--- config.mk ---
export PLATFORM = sky130hd
export DESIGN_NAME = apb_m_flat
export DESIGN_NICKNAME = d
export VERILOG_FILES = /design/src/rtl/apb_m_if.sv /design/src/rtl/apb_m.sv /design/src/flat_wrapper.sv
export SDC_FILE = /design/constraint.sdc
export NUM_CORES = 1
export LEC_CHECK = 0
export CAP_MARGIN = 20
export CELL_PAD_IN_SITES_DETAIL_PLACEMENT = 2
export CELL_PAD_IN_SITES_GLOBAL_PLACEMENT = 2
export CORE_UTILIZATION = 21
export DETAILED_ROUTE_END_ITERATION = 8
export GPL_TIMING_DRIVEN = 0
export PLACE_DENSITY = 0.73
export SYNTH_ARGS = -nofsm -noshare
export SYNTH_HDL_FRONTEND = slang
export SYNTH_SLANG_ARGS = --single-unit
--- constraint.sdc ---
create_clock -name pclk -period 1.06 [get_ports pclk]
set_input_delay 0.106 -clock pclk [delete_from_list [all_inputs] [get_ports pclk]]
set_output_delay 0.106 -clock pclk [all_outputs]
set_load 0.02 [all_outputs]
--- src/rtl/apb_m_if.sv ---
`default_nettype none
// ============================================================================
// Module      : apb_m_if
// Description : Command/response and APB bus bundle for the apb_m bridge.
// Revision    : 1.0 - initial release
// ============================================================================
interface apb_m_if #(
    parameter int ADDR_W = 4,
    parameter int DATA_W = 8
);
    logic              cmd_valid;
    logic              cmd_ready;
    logic              cmd_write;
    logic [ADDR_W-1:0] cmd_addr;
    logic [DATA_W-1:0] cmd_wdata;
    logic              rsp_valid;
    logic              rsp_write;
    logic [DATA_W-1:0] rsp_rdata;
    logic              rsp_err;
    logic              psel;
    logic              penable;
    logic              pwrite;
    logic [ADDR_W-1:0] paddr;
    logic [DATA_W-1:0] pwdata;
    logic              pready;
    logic [DATA_W-1:0] prdata;

    modport master (
        input  cmd_valid, cmd_write, cmd_addr, cmd_wdata, pready, prdata,
        output cmd_ready, rsp_valid, rsp_write, rsp_rdata, rsp_err,
               psel, penable, pwrite, paddr, pwdata
    );

    modport slave (
        output cmd_valid, cmd_write, cmd_addr, cmd_wdata, pready, prdata,
        input  cmd_ready, rsp_valid, rsp_write, rsp_rdata, rsp_err,
               psel, penable, pwrite, paddr, pwdata
    );
endinterface
`default_nettype wire

--- src/rtl/apb_m.sv ---
`default_nettype none
// ============================================================================
// Module      : apb_m
// Description : APB master bridge; valid/ready commands become SETUP/ACCESS
//               transfers with one response per command.
//               Define APB_M_TIMEOUT_EN to abort ACCESS after TIMEOUT waits.
// Revision    : 1.0 - initial release
// ============================================================================
module apb_m #(
    parameter int ADDR_W = 4,
    parameter int DATA_W = 8
`ifdef APB_M_TIMEOUT_EN
    ,
    parameter int TIMEOUT = 15
`endif
) (
    input  logic    pclk,
    input  logic    preset,
    apb_m_if.master bus
);

    typedef enum logic [1:0] {
        IDLE   = 2'd0,
        SETUP  = 2'd1,
        ACCESS = 2'd2
    } state_t;

    state_t            r_state;
    state_t            w_state_next;
    logic              w_accept;
    logic              w_done;
    logic              w_abort;
    logic              r_psel;
    logic              r_penable;
    logic              r_pwrite;
    logic [ADDR_W-1:0] r_paddr;
    logic [DATA_W-1:0] r_pwdata;
    logic              r_rsp_valid;
    logic              r_rsp_write;
    logic [DATA_W-1:0] r_rsp_rdata;

    assign bus.cmd_ready = (r_state == IDLE) && !preset;
    assign w_accept      = bus.cmd_valid && bus.cmd_ready;

    assign bus.psel      = r_psel;
    assign bus.penable   = r_penable;
    assign bus.pwrite    = r_pwrite;
    assign bus.paddr     = r_paddr;
    assign bus.pwdata    = r_pwdata;
    assign bus.rsp_valid = r_rsp_valid;
    assign bus.rsp_write = r_rsp_write;
    assign bus.rsp_rdata = r_rsp_rdata;

`ifdef APB_M_TIMEOUT_EN
    localparam int c_cnt_w = $clog2(TIMEOUT + 1);
    localparam logic [c_cnt_w-1:0] c_wait_lim = c_cnt_w'(TIMEOUT - 1);

    logic [c_cnt_w-1:0] r_wait_cnt;
    logic               r_rsp_err;

    // Counter value equals completed wait cycles of the current ACCESS phase,
    // so hitting the limit while pready is low marks the TIMEOUT-th cycle.
    assign w_abort     = (r_state == ACCESS) && !bus.pready && (r_wait_cnt == c_wait_lim);
    assign bus.rsp_err = r_rsp_err;

    always_ff @(posedge pclk) begin
        if (preset || (r_state != ACCESS)) begin
            r_wait_cnt <= '0;
        end else if (!bus.pready) begin
            r_wait_cnt <= r_wait_cnt + c_cnt_w'(1);
        end
    end

    always_ff @(posedge pclk) begin
        if (preset) begin
            r_rsp_err <= 1'b0;
        end else begin
            r_rsp_err <= w_abort;
        end
    end
`else
    assign w_abort     = 1'b0;
    assign bus.rsp_err = 1'b0;
`endif

    always_comb begin
        w_state_next = r_state;
        w_done       = 1'b0;
        case (r_state)
            IDLE: begin
                if (w_accept) begin
                    w_state_next = SETUP;
                end
            end
            SETUP: begin
                w_state_next = ACCESS;
            end
            ACCESS: begin
                // pready wins over a simultaneous timeout
                if (bus.pready) begin
                    w_state_next = IDLE;
                    w_done       = 1'b1;
                end else if (w_abort) begin
                    w_state_next = IDLE;
                end
            end
            default: begin
                w_state_next = IDLE;
            end
        endcase
    end

    always_ff @(posedge pclk) begin
        if (preset) begin
            r_state     <= IDLE;
            r_psel      <= 1'b0;
            r_penable   <= 1'b0;
            r_pwrite    <= 1'b0;
            r_paddr     <= '0;
            r_pwdata    <= '0;
            r_rsp_valid <= 1'b0;
            r_rsp_write <= 1'b0;
            r_rsp_rdata <= '0;
        end else begin
            r_state     <= w_state_next;
            r_psel      <= (w_state_next != IDLE);
            r_penable   <= (w_state_next == ACCESS);
            // Address/data only change on a handshake, so they hold while idle.
            if (w_accept) begin
                r_pwrite <= bus.cmd_write;
                r_paddr  <= bus.cmd_addr;
                r_pwdata <= bus.cmd_wdata;
            end
            r_rsp_valid <= w_done || w_abort;
            r_rsp_write <= (w_done || w_abort) ? r_pwrite : 1'b0;
            r_rsp_rdata <= (w_done && !r_pwrite) ? bus.prdata : '0;
        end
    end

endmodule
`default_nettype wire

--- src/flat_wrapper.sv ---
// flat-port wrapper written by rule: the top's interface ports become plain ports
module apb_m_flat 
#(
    parameter int ADDR_W = 4,
    parameter int DATA_W = 8

)
  (pclk, preset, bus_cmd_valid, bus_cmd_write, bus_cmd_addr, bus_cmd_wdata, bus_pready, bus_prdata, bus_cmd_ready, bus_rsp_valid, bus_rsp_write, bus_rsp_rdata, bus_rsp_err, bus_psel, bus_penable, bus_pwrite, bus_paddr, bus_pwdata);
  apb_m_if #(.ADDR_W(ADDR_W), .DATA_W(DATA_W)) bus_i ();
  input  logic pclk;
  input  logic preset;
  input wire logic [$bits(bus_i.cmd_valid)-1:0] bus_cmd_valid;
  input wire logic [$bits(bus_i.cmd_write)-1:0] bus_cmd_write;
  input wire logic [$bits(bus_i.cmd_addr)-1:0] bus_cmd_addr;
  input wire logic [$bits(bus_i.cmd_wdata)-1:0] bus_cmd_wdata;
  input wire logic [$bits(bus_i.pready)-1:0] bus_pready;
  input wire logic [$bits(bus_i.prdata)-1:0] bus_prdata;
  output wire logic [$bits(bus_i.cmd_ready)-1:0] bus_cmd_ready;
  output wire logic [$bits(bus_i.rsp_valid)-1:0] bus_rsp_valid;
  output wire logic [$bits(bus_i.rsp_write)-1:0] bus_rsp_write;
  output wire logic [$bits(bus_i.rsp_rdata)-1:0] bus_rsp_rdata;
  output wire logic [$bits(bus_i.rsp_err)-1:0] bus_rsp_err;
  output wire logic [$bits(bus_i.psel)-1:0] bus_psel;
  output wire logic [$bits(bus_i.penable)-1:0] bus_penable;
  output wire logic [$bits(bus_i.pwrite)-1:0] bus_pwrite;
  output wire logic [$bits(bus_i.paddr)-1:0] bus_paddr;
  output wire logic [$bits(bus_i.pwdata)-1:0] bus_pwdata;
  assign bus_i.cmd_valid = bus_cmd_valid;
  assign bus_i.cmd_write = bus_cmd_write;
  assign bus_i.cmd_addr = bus_cmd_addr;
  assign bus_i.cmd_wdata = bus_cmd_wdata;
  assign bus_i.pready = bus_pready;
  assign bus_i.prdata = bus_prdata;
  assign bus_cmd_ready = bus_i.cmd_ready;
  assign bus_rsp_valid = bus_i.rsp_valid;
  assign bus_rsp_write = bus_i.rsp_write;
  assign bus_rsp_rdata = bus_i.rsp_rdata;
  assign bus_rsp_err = bus_i.rsp_err;
  assign bus_psel = bus_i.psel;
  assign bus_penable = bus_i.penable;
  assign bus_pwrite = bus_i.pwrite;
  assign bus_paddr = bus_i.paddr;
  assign bus_pwdata = bus_i.pwdata;
  apb_m #(.ADDR_W(ADDR_W), .DATA_W(DATA_W)) u_core (.pclk(pclk), .preset(preset), .bus(bus_i));
endmodule
==> implementation parameters, run 1 <==
Parameter                              Value

Floorplanning
  Die Area    about 5500 µm²
  Initial Utilization    21.7%
  Number of placement rows    26
  Number of primary I/O pins    between 50 and 60
  Horizontal die dimension    between 70 and 80 µm
  Area of the core region    5070 µm²
  Die height    74.5 µm

Yosys
  Number of enable-type register cells in the synthesized netlist    0
  Post-Synthesis Mean Instance Area    10.4 µm²
  Yosys top cell area share    49.0%
  Top cells by area in the synthesized netlist    dfxtp_1 49%, nand2b_1 15%, mux2i_1 12%
  Number of storage elements in the synthesis netlist    27
  Yosys Warn Count    0
  Seq/Total Area, Yosys    49.0%
  Synth unique cells    18
  Synthesized area    between 1000 and 1500 µm²
  Main flop type after synthesis    dfxtp_1
  Syn_nets    131
  Async SR Flop Fraction    0%
  Post-Syn Instances    106
  Top cells by instance count after synthesis    27 x dfxtp_1, 27 x nand2b_1, 13 x mux2i_1, 8 x inv_1, 8 x nor3_2
  Post-synth top area cell    dfxtp_1

Clock tree
  Reg clk slew, reported paths    0.10 ns
  Total CTS buffers    3
  Hold bufs inserted after CTS    0
  Clock insertion delay at the later pin of the skew report    0.27 ns
  CTS max path bufs    2
  Root buffer selected by CTS    clkbuf_8
  Clock tree from TritonCTS    done
  H-tree depth    1
  Number of clock sinks    27

Run status
  Status    complete, but fails checks
  Violated checks    negative setup slack

Final layout
  Total non-filler cell area in the finished layout    1730 µm²
  Combined area of the multi-input logic cells    487 µm²
  Antenna diodes    0
  Fillers    between 500 and 600
  Register Area    548 µm²
  Nets    190
  Fraction of layout instances using a drive strength above 1    28.0%
  Area delta synth->final    56.6%

Setup path
  Crit-path leading delay family    simple AND/OR/NAND/NOR gates
  Number of cells on the critical path    3
  Critical R2R Launch    u_core.r_state[0]
  FF-to-FF setup slack    -0.08 ns
  CP Capture Type    flop
  Worst Reg-to-Reg Cells    3
  Worst reg2reg endpoint    u_core.bus.rsp_rdata[1]
  Worst EP required    between 1 and 1.5 ns
  Number of buffers and inverters on the critical path    1
  Crit path max fanout    7
  Startpoint Class    flop
  Cell type of the slowest stage on the worst timing path    or3b_4
  Delay of the slowest cell on the worst path    0.39 ns
  Signal arrival time at the worst endpoint    1.34 ns
  CP Capture Point    u_core.bus.rsp_rdata[1]
  Worst path cell trace    or3b_4 -> buf_6 -> nor3_2
  Worst Setup Path Type    flop to flop
  Source of the critical timing path    u_core.r_state[0]

Detailed routing
  Detailed-route wire length per cell    around 13 µm
  Via count normalized by instance count    3.91
  Number of remaining DRC errors    0
  Routed Wire Length    3.03 mm
  Via count    914
  Violation count after the first detailed-routing iteration    31
  Count of antenna-violating nets left after detailed routing    0
  Iteration count of the initial detailed-routing pass    2

Global route
  Combined global-route utilization of all metal layers    11.2%
  Largest net degree at the start of global routing    16
  Number of antenna violations at the first check in global routing    0
  Leftover overflow at the end of global routing    0
  Wire length of the first global-routing pass    4.68 mm
  Via count of the first global-routing pass    980

Power and ir drop
  Max VDD drop    433 µV
  Static power due to leakage    around 0.74 nW
  Total power per unit cell area    1230 nW/µm²

STA
  Max Clock Freq    between 800 and 900 MHz
  Final-layout setup total negative slack    -1.12 ns
  Fin. Hold Viols    0
  Share of the clock period used by the worst path    108%
  Final min period    1.14 ns
  Final WS setup    -0.0803 ns
  Final slew viol count    0
  RSZ-0062 raised after global routing    true
  Setup Viol. Count Final    22
  Layout Skew    0.00312 ns

Run
  Max-cap violations    0

Worst hold path
  Worst hold path class    input pin to flop

Place
  Port Buffer Count    50
  Final GP Congestion    0.654
  Standard cell area after detailed placement    1700 µm²
  Detailed-placement wirelength estimate    2.29 mm
-- cells by family (layout without fill, tap and decap cells) --
| kind of cell | Yosys count | count (layout) | share of synthesized area (%) |
|---|---|---|---|
| buf+inv | 16 | 74 | 7.82 |
| compound gates | 4 | 4 | 2.04 |
| simple gates | 45 | 45 | 29.0 |
| flops | 27 | 27 | 49.0 |
| other cells | 1 | 1 | 0.340 |
| mux | 13 | 13 | 11.8 |
-- tightest hold or removal path, cell delays in order --
cell             delay [ns]
clkdlybuf4s50_1        0.39
inv_1                  0.06
nor3_2                 0.04
-- layer usage --
layer,up-vias,wire (µm),global-route usage (%)
li1,449,-,-
met1,442,1230,13.5
met2,21,1660,20.6
met3,2,108,1.22
met4,0,27,3.77
met5,-,0,0
-- final cells by class --
cell class | instances | share of cell area (%)
clock buffer | 3 | 2.39
buffer | 7 | 3.40
clock inverter | 1 | 0.290
multi-input combinational | 63 | 28.2
sequential | 27 | 31.7
timing repair buffer | 55 | 27.2
inverter | 8 | 1.74
tap | 70 | 5.07
-- layout by cell type (no fill, tap or decap), types with 4 or more instances in the layout --
master and count:
dlygate4sd2_1 6, inv_1 8, nor3_2 9, buf_4 4
dfxtp_1 25, buf_6 5, mux2i_1 13, clkdlybuf4s50_1 23
clkdlybuf4s15_1 5, nand2b_1 27, clkbuf_8 4, clkbuf_2 15
-- registers in the layout, indices dropped and copies added (netlist names) --
name	count
u_core.bus.paddr	4
u_core.bus.penable	1
u_core.bus.psel	1
u_core.bus.pwdata	8
u_core.bus.pwrite	1
u_core.bus.rsp_rdata	8
u_core.bus.rsp_valid	1
u_core.bus.rsp_write	1
u_core.r_state	2
-- what timing repair did --
action,CTS,global route
gates cloned,1,1
setup buffers,3,0
endpoints found under the setup margin,52,43
gates resized for setup,56,27
pin swaps,1,1
-- how the worst min path moves through the flow --
stage                    startpoint                 endpoint  slack, ns  cells past startpoint
5_1_grt               bus_prdata[7]  u_core.bus.rsp_rdata[7]       0.36                      3
2_1_floorplan         bus_cmd_valid        u_core.r_state[0]       0.23                      1
4_1_cts               bus_prdata[7]  u_core.bus.rsp_rdata[7]       0.36                      3
3_3_place_gp      u_core.bus.pwrite     u_core.bus.rsp_write       0.45                      2
3_5_place_dp   u_core.bus.pwdata[4]     u_core.bus.pwdata[4]       0.47                      2
6_report              bus_prdata[7]  u_core.bus.rsp_rdata[7]       0.37                      3
-- report_power, final --
part | internal [mW] | switching [mW]
logic | 0.229 | 0.204
clock network | 0.263 | 0.330
registers | 1.06 | 0.0321
-- metrics by stage --
stage                     hold slack, ns  setup slack [ns]  utilization [%]  std cells  total power, mW
after global placement             0.451            -0.701             33.5        226             1.55
after global routing               0.357            -0.150             34.0        234             2.24
after CTS                          0.358           -0.0949             34.7        233             2.18
after floorplan                    0.228           -0.0581                -        106             1.34
after detailed placement           0.472            -0.715             33.5        226             1.57
final                              0.365           -0.0803             34.0        234             2.12
Power figures use the tool's default switching activity.
==> inputs of run 2 (changes only) <==
Settings changed: PLACE_DENSITY 0.73 to 0.71.
==> implementation parameters, run 2 (synthesized netlist as in run 1, its figures left out) <==
Parameter                              Value

Run status
  Violated checks    design-rule violations, negative setup slack
  Status    complete, but fails checks

Clock tree
  Root buffer selected by CTS    clkbuf_8
  CTS max path bufs    2 (unchanged)
  Total CTS buffers    3 (unchanged)
  Number of clock sinks    27 (unchanged)
  Clock insertion delay at the later pin of the skew report    0.26 ns (about the same)
  Clock tree from TritonCTS    done
  Reg clk slew, reported paths    0.09 ns (about the same)
  H-tree depth    1 (unchanged)
  Hold bufs inserted after CTS    0 (unchanged)

Global route
  Number of antenna violations at the first check in global routing    0 (unchanged)
  Via count of the first global-routing pass    949 (-3.2%)
  Largest net degree at the start of global routing    15 (-1)
  Wire length of the first global-routing pass    4.81 mm (+2.8%)
  Leftover overflow at the end of global routing    0 (unchanged)
  Combined global-route utilization of all metal layers    11.7% (+0.50 points)

Floorplanning
  Die height    74.5 µm (unchanged)
  Die Area    5550 µm² (unchanged)
  Number of primary I/O pins    52 (unchanged)
  Horizontal die dimension    74.5 µm (unchanged)
  Area of the core region    5070 µm² (unchanged)
  Number of placement rows    26 (unchanged)
  Initial Utilization    21.7% (unchanged)

Detailed routing
  Violation count after the first detailed-routing iteration    9 (-71%)
  Routed Wire Length    3.14 mm (+3.8%)
  Via count normalized by instance count    3.90 (-0.24%)
  Iteration count of the initial detailed-routing pass    5 (+3)
  Detailed-route wire length per cell    13.5 µm (+4.7%)
  Via count    904 (-1.1%)
  Count of antenna-violating nets left after detailed routing    0 (unchanged)
  Number of remaining DRC errors    2 (+2)

Setup path
  CP Capture Type    flop
  Worst Reg-to-Reg Cells    3 (unchanged)
  Crit path max fanout    9 (+2)
  Worst Setup Path Type    flop to flop
  FF-to-FF setup slack    -0.09 ns (about the same)
  Startpoint Class    flop
  Critical R2R Launch    u_core.r_state[0]
  Worst EP required    1.25 ns (about the same)
  Worst reg2reg endpoint    u_core.bus.rsp_rdata[0]
  Signal arrival time at the worst endpoint    1.35 ns (about the same)

Final layout
  Nets    188 (-1.1%)
  Final core utilization    34.5% (+0.42 points)
  Area delta synth->final    58.5%
  Antenna diodes    0 (unchanged)
  Leading cell type in the layout, fill and taps excluded    nand2b_1
  Top library cells by usage in the layout, fill and taps aside    27 x nand2b_1, 24 x dfxtp_1, 23 x clkdlybuf4s50_1
  Fraction of layout instances using a drive strength above 1    23.5% (-4.6 points)

STA
  Layout Skew    0.00416 ns (+0.00104 ns)
  Fin. Hold Viols    0 (unchanged)
  Setup Viol. Count Final    23 (+4.5%)
  RSZ-0062 raised after global routing    true
  Final min period    1.15 ns (+0.0138 ns)
  Tightest hold margin    0.379 ns (+0.0137 ns)
  Max Clock Freq    866 MHz (-1.2%)
  Share of the clock period used by the worst path    109% (+1.3 points)
  Final slew viol count    0 (unchanged)
  Final WS setup    -0.0941 ns (-0.0138 ns)

Place
  Port Buffer Count    50 (unchanged)
  Detailed-placement wirelength estimate    2.39 mm (+4.5%)
  Final GP Congestion    0.664 (+1.4%)

Power and ir drop
  Net Sw Frac    26.0% (-0.66 points)
  Relative contribution of combinational cells to total power    20.7% (+0.3 points)
  Final Power    2.11 mW (-0.60%)
  Power Internal    1.56 mW (+0.30%)
  Total power per unit cell area    1200 nW/µm² (-1.8%)
  Static power due to leakage    0.730 nW (-1.6%)
  Psw    0.548 mW (-3.1%)
  Portion of total power attributed to sequential cells    52.1% (+0.5 points)
  Clock share of power    27.2% (-0.8 points)
  Max VDD drop    468 µV (+8.3%)

Worst hold path
  Worst hold path class    input pin to flop
  WHS Path Cells    3 (unchanged)
  Min-Delay Startpoint    bus_prdata[2]
  Hold worst-path end    u_core.bus.rsp_rdata[2]

Run
  Max-cap violations    0 (unchanged)
[run 2: what timing repair did]
action                                  4_1_cts  5_1_grt
buffers inserted                              2        0
endpoints found under the setup margin       51       44
gates resized for setup                      52       27
cloned                                        1        0
pin swaps                                     1        0
[run 2: how the worst max path moves through the flow]
stage,from,to,depth (start not counted)
after floorplan,u_core.r_state[1],u_core.bus.paddr[3],4
after global placement,preset,bus_cmd_ready,4
after detailed placement,preset,bus_cmd_ready,4
after CTS,u_core.r_state[1],bus_cmd_ready,2
after global routing,u_core.r_state[1],u_core.bus.pwdata[4],3
final,u_core.r_state[0],u_core.bus.rsp_rdata[0],3
[run 2: worst max-delay path, cell delays in order, from the launching register on]
cell	delay [ns]
dfxtp_4	0.39
or3b_1	0.37
buf_6	0.17
nor3_4	0.16
[run 2: per-stage QoR]
stage,TNS (ns),worst slack (ns),instance area [µm²],std cells
after floorplan,-0.581,-0.0581,1110,106
after global placement,-9.22,-0.715,1700,226
after detailed placement,-10.20,-0.759,1700,226
after CTS,-1.43,-0.107,1760,232
after global routing,-2.53,-0.146,1750,232
final,-1.29,-0.0941,1750,232
[run 2: layout make-up]
class | count | area, µm²
Buffer | 7 | 56.3
Clock buffer | 4 | 45.0
Fill cell | 572 | 3330
Inverter | 8 | 30.0
Multi-Input combinational cell | 63 | 503
Sequential cell | 27 | 549
Tap cell | 70 | 87.6
Timing Repair Buffer | 53 | 478
[run 2: routing by layer]
layer	up-vias	routed length [µm]	GRT usage [%]
met5	-	0	0
met4	0	25	4.40
met3	2	70	0.813
met2	15	1820	21.4
met1	444	1220	14.3
li1	443	-	-
[run 2: power by group through the flow]
stage                     Sequential, mW  Clock (mW)  Combinational, mW
after floorplan                     1.17           0              0.169
after global placement              1.11           0              0.439
after detailed placement            1.12           0              0.452
after CTS                           1.10       0.605              0.442
after global routing                1.11       0.653              0.470
final                               1.10       0.573              0.437
==> inputs of run 3 (changes only) <==
Settings changed: ABC_AREA set to 1, CORE_UTILIZATION 21 to 20, PLACE_DENSITY 0.71 to 0.72, RECOVER_POWER set to 100.
Clock period 1.06 ns to 1.2 ns, I/O delays scaled along.
==> implementation parameters, run 3 <==
Parameter                              Value

Setup path
  CP Capture Point    bus_cmd_ready
  Critical R2R Launch    u_core.r_state[0]
  Crit path max fanout    4 (-5)
  Worst EP required    1.08 ns (-0.17 ns)
  CP Capture Type    output pin
  Worst Setup Path Type    flop to output pin
  Signal arrival time at the worst endpoint    1.03 ns (-0.32 ns)
  FF-to-FF setup slack    0.11 ns (+0.20 ns)
  Worst Reg-to-Reg Cells    5 (+2)
  Startpoint Class    flop
  Source of the critical timing path    u_core.r_state[1]
  Worst reg2reg endpoint    u_core.bus.paddr[3]

Final layout
  Nets    243 (+29%)
  Leading cell type in the layout, fill and taps excluded    inv_1
  Area delta synth->final    58.0%
  Fraction of layout instances using a drive strength above 1    10.6% (-13 points)
  Antenna diodes    0 (unchanged)
  Top library cells by usage in the layout, fill and taps aside    51 x inv_1, 26 x nor2_1, 26 x nand2_1

Detailed routing
  Via count    1125 (+24%)
  Violation count after the first detailed-routing iteration    31 (+22)
  Routed Wire Length    3.25 mm (+3.3%)
  Via count normalized by instance count    3.92 (+0.60%)
  Iteration count of the initial detailed-routing pass    2 (-3)
  Detailed-route wire length per cell    11.3 µm (-16%)
  Number of remaining DRC errors    0 (-2)
  Count of antenna-violating nets left after detailed routing    0 (unchanged)

STA
  Setup Viol. Count Final    0 (-100%)
  Final WS setup    0.0490 ns (+0.143 ns)
  Tightest hold margin    0.358 ns (-0.0216 ns)
  Final slew viol count    0 (unchanged)
  Fin. Hold Viols    0 (unchanged)
  Max Clock Freq    869 MHz
  Final min period    between 1 and 1.5 ns
  RSZ-0062 raised after global routing    false
  Layout Skew    0.00206 ns (-0.00209 ns)
  Share of the clock period used by the worst path    95.9%

Clock tree
  Clock insertion delay at the later pin of the skew report    0.27 ns (about the same)
  H-tree depth    1 (unchanged)
  Number of clock sinks    27 (unchanged)
  CTS max path bufs    2 (unchanged)
  Clock tree from TritonCTS    done
  Reg clk slew, reported paths    0.10 ns (about the same)
  Total CTS buffers    3 (unchanged)
  Root buffer selected by CTS    clkbuf_8

Yosys
  Main flop type after synthesis    dfxtp_1
  Yosys top cell area share    48.1% (-0.87 points)
  Top cells by area in the synthesized netlist    dfxtp_1 48%, inv_1 17%, nor2_1 9.0%
  Syn_nets    184 (+40%)
  Post-Synthesis Mean Instance Area    7.07 µm² (-32%)
  Post-Syn Instances    159 (+50%)
  Async SR Flop Fraction    0% (unchanged)
  Post-synth top area cell    dfxtp_1
  Synthesized area    1120 µm² (+1.8%)
  Top cells by instance count after synthesis    51 x inv_1, 27 x dfxtp_1, 27 x nor2_1, 26 x nand2_1, 13 x nand4_1
  Yosys Warn Count    0 (unchanged)
  Library cell with the highest instance count after synthesis    inv_1
  Number of storage elements in the synthesis netlist    27 (unchanged)
  Seq/Total Area, Yosys    48.1% (-0.87 points)
  Synth unique cells    15 (-3)
  Number of enable-type register cells in the synthesized netlist    0 (unchanged)

Place
  Port Buffer Count    50 (unchanged)
  Pre-CTS setup slack    -0.304 ns (+0.455 ns)
  Final GP Congestion    0.664 (about the same)
  Detailed-placement wirelength estimate    2.49 mm (+4.2%)

Power and ir drop
  Power Internal    1.38 mW (-11%)
  Relative contribution of combinational cells to total power    22.3% (+1.6 points)
  Final Power    1.95 mW (-7.7%)
  Net Sw Frac    29.0% (+3.0 points)
  Psw    0.564 mW (+2.8%)
  Static power due to leakage    0.987 nW (+35%)
  Total power per unit cell area    1100 nW/µm² (-9.0%)
  Portion of total power attributed to sequential cells    50.0% (-2.1 points)
  Max VDD drop    427 µV (-8.8%)
  Clock share of power    27.7% (+0.5 points)

Global route
  Via count of the first global-routing pass    1177 (+24%)
  Number of antenna violations at the first check in global routing    0 (unchanged)
  Combined global-route utilization of all metal layers    12.2% (+0.43 points)
  Wire length of the first global-routing pass    5.62 mm (+17%)
  Leftover overflow at the end of global routing    0 (unchanged)
  Largest net degree at the start of global routing    17 (+2)

Run
  Max-cap violations    0 (unchanged)

Worst hold path
  Worst hold path class    input pin to flop

Floorplanning
  Initial Utilization    21.3% (-0.43 points)
  Die height    77.0 µm (+3.3%)
  Die Area    5920 µm² (+6.7%)
  Number of primary I/O pins    52 (unchanged)
  Area of the core region    5270 µm² (+3.8%)
  Number of placement rows    26 (unchanged)
  Horizontal die dimension    77.0 µm (+3.3%)

Run status
  Status    finished, final reports clean
## run 3: changes by cell type after synthesis, sizes merged, moves of 9 or more
cell    before  now
inv          8   51
mux2i       13    0
nand2        2   26
nand2b      27    0
nand4        0   14
nor2         1   28
nor3        10    1
## run 3: cells by family (layout without fill, tap and decap cells)
group | count (synthesis) | after routing | share of synthesized area (%)
AO/OA/AOI/OAI | 2 | 2 | 0.891
buffers and inverters | 58 | 116 | 21.2
flip-flops | 27 | 27 | 48.1
other | 1 | 1 | 0.334
AND/OR/NAND/NOR | 71 | 71 | 29.5
## run 3: cell type report
| class | count | area (µm²) |
|---|---|---|
| fillers | 651 | 3490 |
| flip-flops and latches | 27 | 543 |
| repair buffers | 54 | 494 |
| multi-input cells | 74 | 362 |
| inverters | 51 | 191 |
| well taps | 70 | 87.6 |
| plain buffers | 7 | 48.8 |
| clock buffers | 3 | 41.3 |
| clock inverters | 1 | 7.51 |
## run 3: per-stage QoR
| stage | TNS [ns] | utilization (%) | std cells | cell area, µm² |
|---|---|---|---|---|
| after detailed placement | -3.67 | 32.5 | 279 | 1710 |
| final | 0 | 33.7 | 287 | 1780 |
| after floorplan | 0 | - | 159 | 1120 |
| after global routing | 0 | 33.7 | 287 | 1780 |
| after global placement | -3.33 | 32.5 | 279 | 1710 |
| after CTS | -0.00964 | 32.8 | 283 | 1730 |
## run 3: worst max-delay path, cell delays in order (launching register included)
cell,delay [ns]
dfxtp_2,0.36
nor3_2,0.22
buf_4,0.18
## run 3: power by group through the flow
stage                     logic [mW]  registers [mW]  clock network (mW)
after floorplan                0.173            1.04                   0
after global placement         0.439           0.991                   0
after detailed placement       0.450           0.992                   0
after CTS                      0.420           0.971               0.582
after global routing           0.485           0.980               0.612
final                          0.435           0.972               0.539
## run 3: per-layer routing
| metal | vias up | share of wire (%) | GRT usage [%] | wire length (µm) |
|---|---|---|---|---|
| met5 | - | 0 | 0 | 0 |
| met4 | 0 | 1.4 | 4.04 | 46 |
| met3 | 5 | 3.1 | 1.90 | 102 |
| met2 | 26 | 51 | 22.5 | 1660 |
| met1 | 524 | 44 | 14.0 | 1440 |
| li1 | 570 | - | - | - |
## run 3: worst min path at each step
stage | startpoint | to | depth (start not counted) | slack [ns]
after floorplan | bus_prdata[0] | u_core.bus.rsp_rdata[0] | 2 | 0.23
after global placement | u_core.bus.pwrite | u_core.bus.rsp_write | 2 | 0.50
after detailed placement | u_core.bus.pwrite | u_core.bus.rsp_write | 2 | 0.51
after CTS | bus_prdata[2] | u_core.bus.rsp_rdata[2] | 3 | 0.35
after global routing | bus_prdata[6] | u_core.bus.rsp_rdata[6] | 3 | 0.35
final | bus_prdata[2] | u_core.bus.rsp_rdata[2] | 3 | 0.36
## run 3: timing repair
action | CTS | global route
hold buffers | 0 | 0
resized for setup | 31 | 6
pin swaps | 0 | 1
gates cloned | 0 | 0
buffers inserted | 0 | 4
endpoints found under the setup margin | 26 | 19
